## config.mk

```make
export PLATFORM = sky130hd
export DESIGN_NAME = aes_req_arbiter
export DESIGN_NICKNAME = d
export VERILOG_FILES = /design/src/rtl/aes_req_arbiter.sv
export SDC_FILE = /design/constraint.sdc
export NUM_CORES = 1
export LEC_CHECK = 0
export CORE_AREA = 2 2 563 565
export DETAILED_ROUTE_END_ITERATION = 10
export DIE_AREA = 0 0 565 567
export SLEW_MARGIN = 20
export SYNTH_ARGS = -nofsm -noshare
export SYNTH_HDL_FRONTEND = slang
export SYNTH_SLANG_ARGS = --single-unit
```

## constraint.sdc

```tcl
create_clock -name clk -period 2.85 [get_ports clk]
set_input_delay 0.285 -clock clk [delete_from_list [all_inputs] [get_ports clk]]
set_output_delay 0.285 -clock clk [all_outputs]
set_load 0.02 [all_outputs]
```

## src/rtl/aes_req_arbiter.sv

```systemverilog
// aes_req_arbiter: two-requester front end for a single AES core.
// One job is in flight at a time; ties in IDLE alternate between requesters.
// Optional BUSY watchdog is compiled in with `define AES_ARB_TIMEOUT_EN
// (limit set by TIMEOUT_CYCLES); without it the arbiter waits in BUSY forever.
//
// state | meaning
// IDLE  | no job; grant a requester combinationally, accept on valid&ready
// START | job latched; core_start pulses for this single cycle
// BUSY  | core running; wait for core_done (or watchdog expiry)
// RESP  | result held for the owner until its rsp_ready
module aes_req_arbiter #(
    parameter int TIMEOUT_CYCLES = 64
) (
    input  logic         clk,
    input  logic         reset_n,

    input  logic         req0_valid,
    output logic         req0_ready,
    input  logic         req0_enc_dec,
    input  logic [1:0]   req0_mode,
    input  logic [255:0] req0_key,
    input  logic [127:0] req0_data,

    input  logic         req1_valid,
    output logic         req1_ready,
    input  logic         req1_enc_dec,
    input  logic [1:0]   req1_mode,
    input  logic [255:0] req1_key,
    input  logic [127:0] req1_data,

    output logic         rsp0_valid,
    input  logic         rsp0_ready,
    output logic         rsp1_valid,
    input  logic         rsp1_ready,
    output logic [127:0] rsp_data,
    output logic         rsp_err,

    output logic         core_start,
    output logic         core_enc_dec,
    output logic [1:0]   core_mode,
    output logic [255:0] core_key,
    output logic [127:0] core_data_in,
    input  logic [127:0] core_data_out,
    input  logic         core_done
);

    typedef enum logic [1:0] {
        S_IDLE  = 2'd0,
        S_START = 2'd1,
        S_BUSY  = 2'd2,
        S_RESP  = 2'd3
    } state_t;

    state_t         state_q;
    logic           last_grant_q;
    logic           owner_q;
    logic           enc_dec_q;
    logic [1:0]     mode_q;
    logic [255:0]   key_q;
    logic [127:0]   data_q;
    logic [127:0]   rsp_data_q;
    logic           core_start_q;
    logic           rsp0_valid_q;
    logic           rsp1_valid_q;

    logic           grant0;
    logic           grant1;
    logic           rsp_handshake;
    logic           timeout;

`ifdef AES_ARB_TIMEOUT_EN
    localparam int CNT_W = $clog2(TIMEOUT_CYCLES + 1);
    logic [CNT_W-1:0] busy_cnt_q;
    logic             rsp_err_q;

    // The cycle in which the counter would reach the limit is the last BUSY cycle.
    assign timeout = (busy_cnt_q == CNT_W'(TIMEOUT_CYCLES - 1));
    assign rsp_err = rsp_err_q;
`else
    logic unused_timeout_cfg;

    assign unused_timeout_cfg = (TIMEOUT_CYCLES > 0);
    assign timeout = 1'b0;
    assign rsp_err = 1'b0;
`endif

    // Grant in IDLE only; a tie goes to the requester that was not granted last.
    always_comb begin
        grant0 = 1'b0;
        grant1 = 1'b0;
        if (reset_n && state_q == S_IDLE) begin
            if (req0_valid && req1_valid) begin
                grant0 = last_grant_q;
                grant1 = !last_grant_q;
            end else begin
                grant0 = req0_valid;
                grant1 = req1_valid;
            end
        end
    end

    assign req0_ready    = grant0;
    assign req1_ready    = grant1;
    assign rsp_handshake = (rsp0_valid_q && rsp0_ready) || (rsp1_valid_q && rsp1_ready);

    // Core inputs come straight from the job registers, so they stay stable for the whole job.
    assign core_start   = core_start_q;
    assign core_enc_dec = enc_dec_q;
    assign core_mode    = mode_q;
    assign core_key     = key_q;
    assign core_data_in = data_q;
    assign rsp_data     = rsp_data_q;
    assign rsp0_valid   = rsp0_valid_q;
    assign rsp1_valid   = rsp1_valid_q;

    // Sequencer: accept, start pulse, wait for the core, hold the result for the owner.
    always_ff @(posedge clk or negedge reset_n) begin
        if (!reset_n) begin
            state_q      <= S_IDLE;
            last_grant_q <= 1'b1;
            owner_q      <= 1'b0;
            enc_dec_q    <= 1'b0;
            mode_q       <= 2'b00;
            key_q        <= '0;
            data_q       <= '0;
            rsp_data_q   <= '0;
            core_start_q <= 1'b0;
            rsp0_valid_q <= 1'b0;
            rsp1_valid_q <= 1'b0;
`ifdef AES_ARB_TIMEOUT_EN
            busy_cnt_q   <= '0;
            rsp_err_q    <= 1'b0;
`endif
        end else begin
            core_start_q <= 1'b0;
            case (state_q)
                S_IDLE: begin
                    if (grant0 || grant1) begin
                        owner_q      <= grant1;
                        last_grant_q <= grant1;
                        enc_dec_q    <= grant1 ? req1_enc_dec : req0_enc_dec;
                        mode_q       <= grant1 ? req1_mode    : req0_mode;
                        key_q        <= grant1 ? req1_key     : req0_key;
                        data_q       <= grant1 ? req1_data    : req0_data;
                        core_start_q <= 1'b1;
                        state_q      <= S_START;
                    end
                end
                S_START: begin
`ifdef AES_ARB_TIMEOUT_EN
                    busy_cnt_q <= '0;
`endif
                    state_q <= S_BUSY;
                end
                S_BUSY: begin
                    if (core_done) begin
                        rsp_data_q   <= core_data_out;
`ifdef AES_ARB_TIMEOUT_EN
                        rsp_err_q    <= 1'b0;
`endif
                        rsp0_valid_q <= !owner_q;
                        rsp1_valid_q <= owner_q;
                        state_q      <= S_RESP;
                    end else if (timeout) begin
                        rsp_data_q   <= '0;
`ifdef AES_ARB_TIMEOUT_EN
                        rsp_err_q    <= 1'b1;
`endif
                        rsp0_valid_q <= !owner_q;
                        rsp1_valid_q <= owner_q;
                        state_q      <= S_RESP;
                    end else begin
`ifdef AES_ARB_TIMEOUT_EN
                        busy_cnt_q <= busy_cnt_q + 1'b1;
`endif
                    end
                end
                S_RESP: begin
                    if (rsp_handshake) begin
                        rsp0_valid_q <= 1'b0;
                        rsp1_valid_q <= 1'b0;
                        state_q      <= S_IDLE;
                    end
                end
                default: state_q <= S_IDLE;
            endcase
        end
    end

endmodule

```

Word-level counts from Yosys, hierarchy flattened

Cells that the tools add are included.

Mux-type cells: 19
Equal/unequal tests: 6
Reductions and logical operators: 14

Operators by type and width:

| kind                                                   | count |
|---|---|
| two-way mux 256 bit                                    | 1 |
| two-way mux 128 bit                                    | 1 |
| two-way mux 1 bit                                      | 10 |
| two-way mux 2 bit                                      | 4 |
| one-hot mux 2 bit (4 select lines)                     | 1 |
| AND reduction 3 bit                                    | 2 |
| == test 2 bit (second input constant)                  | 2 |
| logical AND 1 bit                                      | 4 |
| inequality test 2 bit (second input constant)          | 2 |
| one-hot mux 1 bit (2 select lines)                     | 2 |
| AND reduction 2 bit                                    | 2 |
| == test 2 x 1 -> 1 bit (second input constant)         | 1 |
| logical NOT 1 bit                                      | 2 |
| logical NOT 2 bit                                      | 1 |
| logical OR 1 bit                                       | 2 |
| inequality test 2 x 1 -> 1 bit (second input constant) | 1 |
| nonzero test 2 bit                                     | 1 |

Logic and storage cells: 50
Input port bits: 909
Output and inout bits: 521
Register bits: 522

Longest topological paths before layout

Depth after elaboration: 6
Mapped depth: 10
Mapped depth without buffers: 7

Worst setup path before layout

Ideal clock, no wire load.

Path type: reg2out
Start: register state_q[0]
End: output port req1_ready
Path slack: 1.183 ns
Data required time: 2.565 ns
Arrival: 1.382 ns
Cell stages (with the launch flop): 7
Cell sequence: dfrtp_1 inv_1 ha_1 and2_4 nand3_2 inv_2 clkbuf_1

Word-level cells in the longest chain between the ends: 3

RTL lines:

| item                   | line | source |
|---|---|---|
| start, declared        | 54   | `state_t state_q;` |
| start signal, assigned | 119  | `state_q <= S_IDLE;` |
| start signal, assigned | 146  | `state_q <= S_START;` |
| start signal, assigned | 153  | `state_q <= S_BUSY;` |
| logical NOT 2 bit      | 91   | `if (reset_n && state_q == S_IDLE) begin` |
| logical AND 1 bit      | 91   |  |
| two-way mux 1 bit      | 91   |  |
| end, declared          | 25   | `output logic req1_ready,` |

Every way passes these cells.

Worst setup path after layout

Start: register state_q[0]
End: register key_q[171], in the netlist core_key[171]

Word-level cells in the longest chain between the ends: 5
Elaborated cells on any way between the ends: 7
Classes of those cells: mux: 3; reduce/logical: 4

RTL lines:

| item                          | line    | source |
|---|---|---|
| logical NOT 2 bit (*)         | 91, 136 |  |
| logical AND 1 bit             | 91      |  |
| two-way mux 1 bit             | 91      |  |
| logical OR 1 bit              | 138     | `if (grant0 \|\| grant1) begin` |
| AND reduction 2 bit (no line) | n/a     |  |
| end signal, assigned          | 143     | `key_q <= grant1 ? req1_key : req0_key;` |
| end, declared                 | 59      | `logic [255:0] key_q;` |

Mark *: on every way between the ends. The rest lies on a longest branch, timed or not.
A chain may end at the register's enable or synchronous reset.

==> metrics.md <==
| Metric | Value |
|---|---|
| Run status | `finished clean` |
| Endpoint required time on the critical path | `3.55 ns` |
| Simple-Gate Fraction of Synth Area | `30.3%` |
| Post-DP Area | `42000 µm²` |
| Core box area | `314000 µm²` |
| Post-route antenna net violation count | `0` |
| Post-route minimum period | `2.78 ns` |
| RSZ-0062 raised after global routing | `false` |
| Die X-Extent | `565 µm` |
| First-pass GRT wire length | `314000 µm` |
| Starting utilization of the core area | `7.18%` |
| Detail Placement HPWL | `223000 µm` |
| Clock-pin slew on the worst setup and hold paths | `0.06 ns` |
| Placement row count | `206` |
| Power per unit of standard cell area | `1050 nW/µm²` |
| Mean post-synth cell area | `9.31 µm²` |
| Library cell with the highest instance count after synthesis | `sky130_fd_sc_hd__nand2_1` |
| Min-Delay Path Depth | `3` |
| Area fraction in compound gates after synthesis | `0.400%` |
| Area growth from synthesis to layout | `115%` |
| Layout cell share with drive strength beyond 1 | `8.38%` |
| Number of buffers created by CTS | `84` |
| Hold path startpoint | `req1_key[118]` |
| Final setup violation count | `0` |
| Post-Synth XOR/XNOR Area | `0%` |
| Detailed-route vias per instance | `3.22` |
| Net count after synthesis | `3332` |
| Number of top-level pins | `1430` |
| GP Congestion | `0.921` |
| Maximum clock insertion buffer count | `4` |
| Via count of the first global-routing pass | `26900` |
| Largest vdd supply drop | `0.583 mV` |
| Critical R2R Launch | `state_q[0]$_DFFE_PN0P_` |
| Ys async rst share | `100%` |
| Combined area of all synthesized cells | `22500 µm²` |
| PortBufs | `1428` |
| Post-route cell area | `48400 µm²` |
| Worst-case headroom to the max-slew limit | `27.6%` |
| Synthesized instance count | `2420` |
| Synth top area cells | `sky130_fd_sc_hd__dfrtp_1, sky130_fd_sc_hd__nand3_1, sky130_fd_sc_hd__nand2_1` |
| Htree depth | `3` |
| Worst flop-to-flop path endpoint | `core_key[171]$_DFFE_PN0P_` |
| Peak Freq | `360 MHz` |
| Adder-Cell Fraction of Synth Area | `0.167%` |
| Area leader, netlist | `sky130_fd_sc_hd__dfrtp_1` |
| Grt total ovfl | `0` |
| Synth warn | `0` |
| Routed wire length per instance | `30.6 µm` |
| Setup TNS Final | `0 ns` |
| Worst clock skew | `0.0873 ns` |
| Part of the Yosys area used for sequential elements | `58.0%` |
| Max-cap violation count | `0` |
| Largest fanout on the critical path | `102` |
| Clock tree from TritonCTS | `done` |
| First DRT Iteration DRCs | `1767` |
| Post-synthesis cell type count | `27` |
| Actual transition at the worst max-transition pin | `1.09 ns` |
| Clock latency on the worst-skew pair | `0.83 ns` |
| Number of hold-slack violations in the final timing report | `0` |
| NumNets Final | `5064` |
| Arr. time, crit path | `3.47 ns` |
| Flop-to-flop setup slack | `0.07 ns` |
| Path category of the worst min-delay check | `in -> reg` |
| Most frequent cells after synthesis | `sky130_fd_sc_hd__nand2_1, sky130_fd_sc_hd__nand3_1, sky130_fd_sc_hd__dfrtp_1` |
| DP Cell Count | `7894` |
| Kind of start point of the critical path | `flip-flop` |
| Largest net degree at the start of global routing | `126` |
| Commonest register cell after synthesis | `sky130_fd_sc_hd__dfrtp_1` |
| Vias after detailed routing | `27300` |
| Fillcell total | `35400` |
| Number of cells traversed by the worst register-to-register path | `9` |
| Multiplexer share of the synthesized area | `6.45%` |
| Number of slew-limit violations in the final report | `0` |
| End point of the worst hold path | `core_key[118]$_DFFE_PN0P_` |
| Area of the die | `320000 µm²` |
| Category of the worst setup path capture point | `flip-flop` |
| Clock Tree Root | `sky130_fd_sc_hd__clkbuf_16` |
| Post-synthesis sequential element count | `522` |
| Number of detailed-route iterations in the first pass | `6` |
| Final instance count without filler cells | `8474` |
| Number of antenna violations at the first check in global routing | `320` |
| Total number of clock tree sinks | `522` |
| Area share of the leading cell type in the synthesized netlist | `57.9%` |
| Number of enable-type register cells in the synthesized netlist | `0` |
| DRC violations left | `0` |
| Dominant combinational cell family by area after synthesis | `simple AND/OR/NAND/NOR gates` |
| Height of the die | `567 µm` |
| Static Leakage | `0.0190 µW` |
| Total global-route track usage | `15.5%` |
| Worst Path Class, Setup | `reg -> reg` |
| Post-Route Utilization | `15.4%` |
| Ratio of final minimum period to clock period | `97.5%` |
| Final routed wirelength across all metal layers | `260000 µm` |
routing by layer:
| metal | share of wire [%] | up-vias | global-route usage [%] | routed length, µm |
|---|---|---|---|---|
| li1 | - | 11700 | - | - |
| met1 | 37 | 12900 | 16.7 | 95700 |
| met2 | 44 | 1679 | 24.5 | 113000 |
| met3 | 14 | 716 | 9.26 | 35200 |
| met4 | 5.3 | 230 | 6.31 | 13700 |
| met5 | 0.59 | - | 0 | 1530 |
kinds of logic (layout without fill, tap and decap cells):
logic type | after synthesis | in the layout
AO/OA/AOI/OAI | 14 | 14
adder cells (fa/ha/maj) | 3 | 3
buffers and inverters | 193 | 1984
flip-flops | 522 | 522
multiplexers | 129 | 129
other | 1 | 104
AND/OR/NAND/NOR | 1558 | 1558
worst max-delay path, cell delays in order (launching register included):
cell                            delay (ns)
sky130_fd_sc_hd__dfrtp_1              0.39
sky130_fd_sc_hd__inv_1                0.16
sky130_fd_sc_hd__ha_4                 0.22
sky130_fd_sc_hd__and2_4               0.21
sky130_fd_sc_hd__o21ai_4              0.16
sky130_fd_sc_hd__buf_4                0.19
sky130_fd_sc_hd__buf_12               0.17
sky130_fd_sc_hd__nand2_1              0.22
sky130_fd_sc_hd__nand3_1              0.09
sky130_fd_sc_hd__dlygate4sd3_1        0.57
worst max-delay path by stage:
| stage | endpoint | from | cells after the start | slack [ns] |
|---|---|---|---|---|
| final | core_key[171]$_DFFE_PN0P_ | state_q[0]$_DFFE_PN0P_ | 9 | 0.07 |
| after global routing | req1_ready | state_q[0]$_DFFE_PN0P_ | 6 | 0.02 |
| after CTS | core_key[113]$_DFFE_PN0P_ | state_q[0]$_DFFE_PN0P_ | 10 | 0.03 |
| after detailed placement | core_key[116]$_DFFE_PN0P_ | req1_valid | 6 | 0.35 |
| after global placement | core_key[99]$_DFFE_PN0P_ | req1_valid | 6 | 0.36 |
| after floorplan | req1_ready | state_q[0]$_DFFE_PN0P_ | 6 | 1.18 |
layout make-up:
type                            count  area [µm²]  area share [%]
Antenna cell                      103         258           0.533
Clock buffer                      113        2350            4.86
Clock inverter                     32         379           0.783
Inverter                            8        58.8           0.122
Multi-Input combinational cell   1705        8460            17.5
Sequential cell                   522       13100            27.0
Tap cell                         4160        5200            10.8
Timing Repair Buffer             1830       18600            38.5
Timing Repair inverter              1        8.76          0.0181
stage by stage:
step	power (µW)	hold WS [ns]	setup slack, ns
2_1_floorplan	23000	-0.0106	1.18
3_3_place_gp	39100	0.391	0.364
3_5_place_dp	39300	0.389	0.351
4_1_cts	52000	0.0000132	0.0331
5_1_grt	53300	0.0364	0.0235
6_report	50900	0.0790	0.0726
placed cells by master, fill, tap and decap left out, types with 7 or more instances in the layout:
master / netlist / final
sky130_fd_sc_hd__buf_12: 0 / 29
sky130_fd_sc_hd__buf_4: 36 / 46
sky130_fd_sc_hd__clkbuf_1: 17 / 16
sky130_fd_sc_hd__clkbuf_16: 0 / 88
sky130_fd_sc_hd__clkbuf_8: 0 / 12
sky130_fd_sc_hd__clkdlybuf4s50_1: 0 / 1419
sky130_fd_sc_hd__clkinv_4: 0 / 9
sky130_fd_sc_hd__dfrtp_1: 521 / 521
sky130_fd_sc_hd__diode_2: 0 / 103
sky130_fd_sc_hd__dlygate4sd3_1: 0 / 326
sky130_fd_sc_hd__inv_6: 0 / 7
sky130_fd_sc_hd__mux2_2: 129 / 129
sky130_fd_sc_hd__nand2_1: 779 / 778
sky130_fd_sc_hd__nand3_1: 774 / 774
registers in the layout (all words and copies together), names as in the netlist:
name / count
core_mode: 2
rsp0_valid: 1
core_key: 256
core_start: 1
owner_q: 1
core_enc_dec: 1
state_q: 2
rsp_data: 128
last_grant_q: 1
core_data_in: 128
rsp1_valid: 1
what timing repair did:
action	CTS	global route
hold buffers	326	0
resized for setup	6	6
cloned	0	4
endpoints found under the setup margin	2	20
hold endpoints to repair	440	0
buffers inserted	0	2
where the power goes:
part	switching, µW	internal [µW]	total (µW)
sequential	2190	11200	13400
combinational	15600	11200	26900
clock	4380	6330	10700
Note: power is estimated with default switching activity, not from simulation.
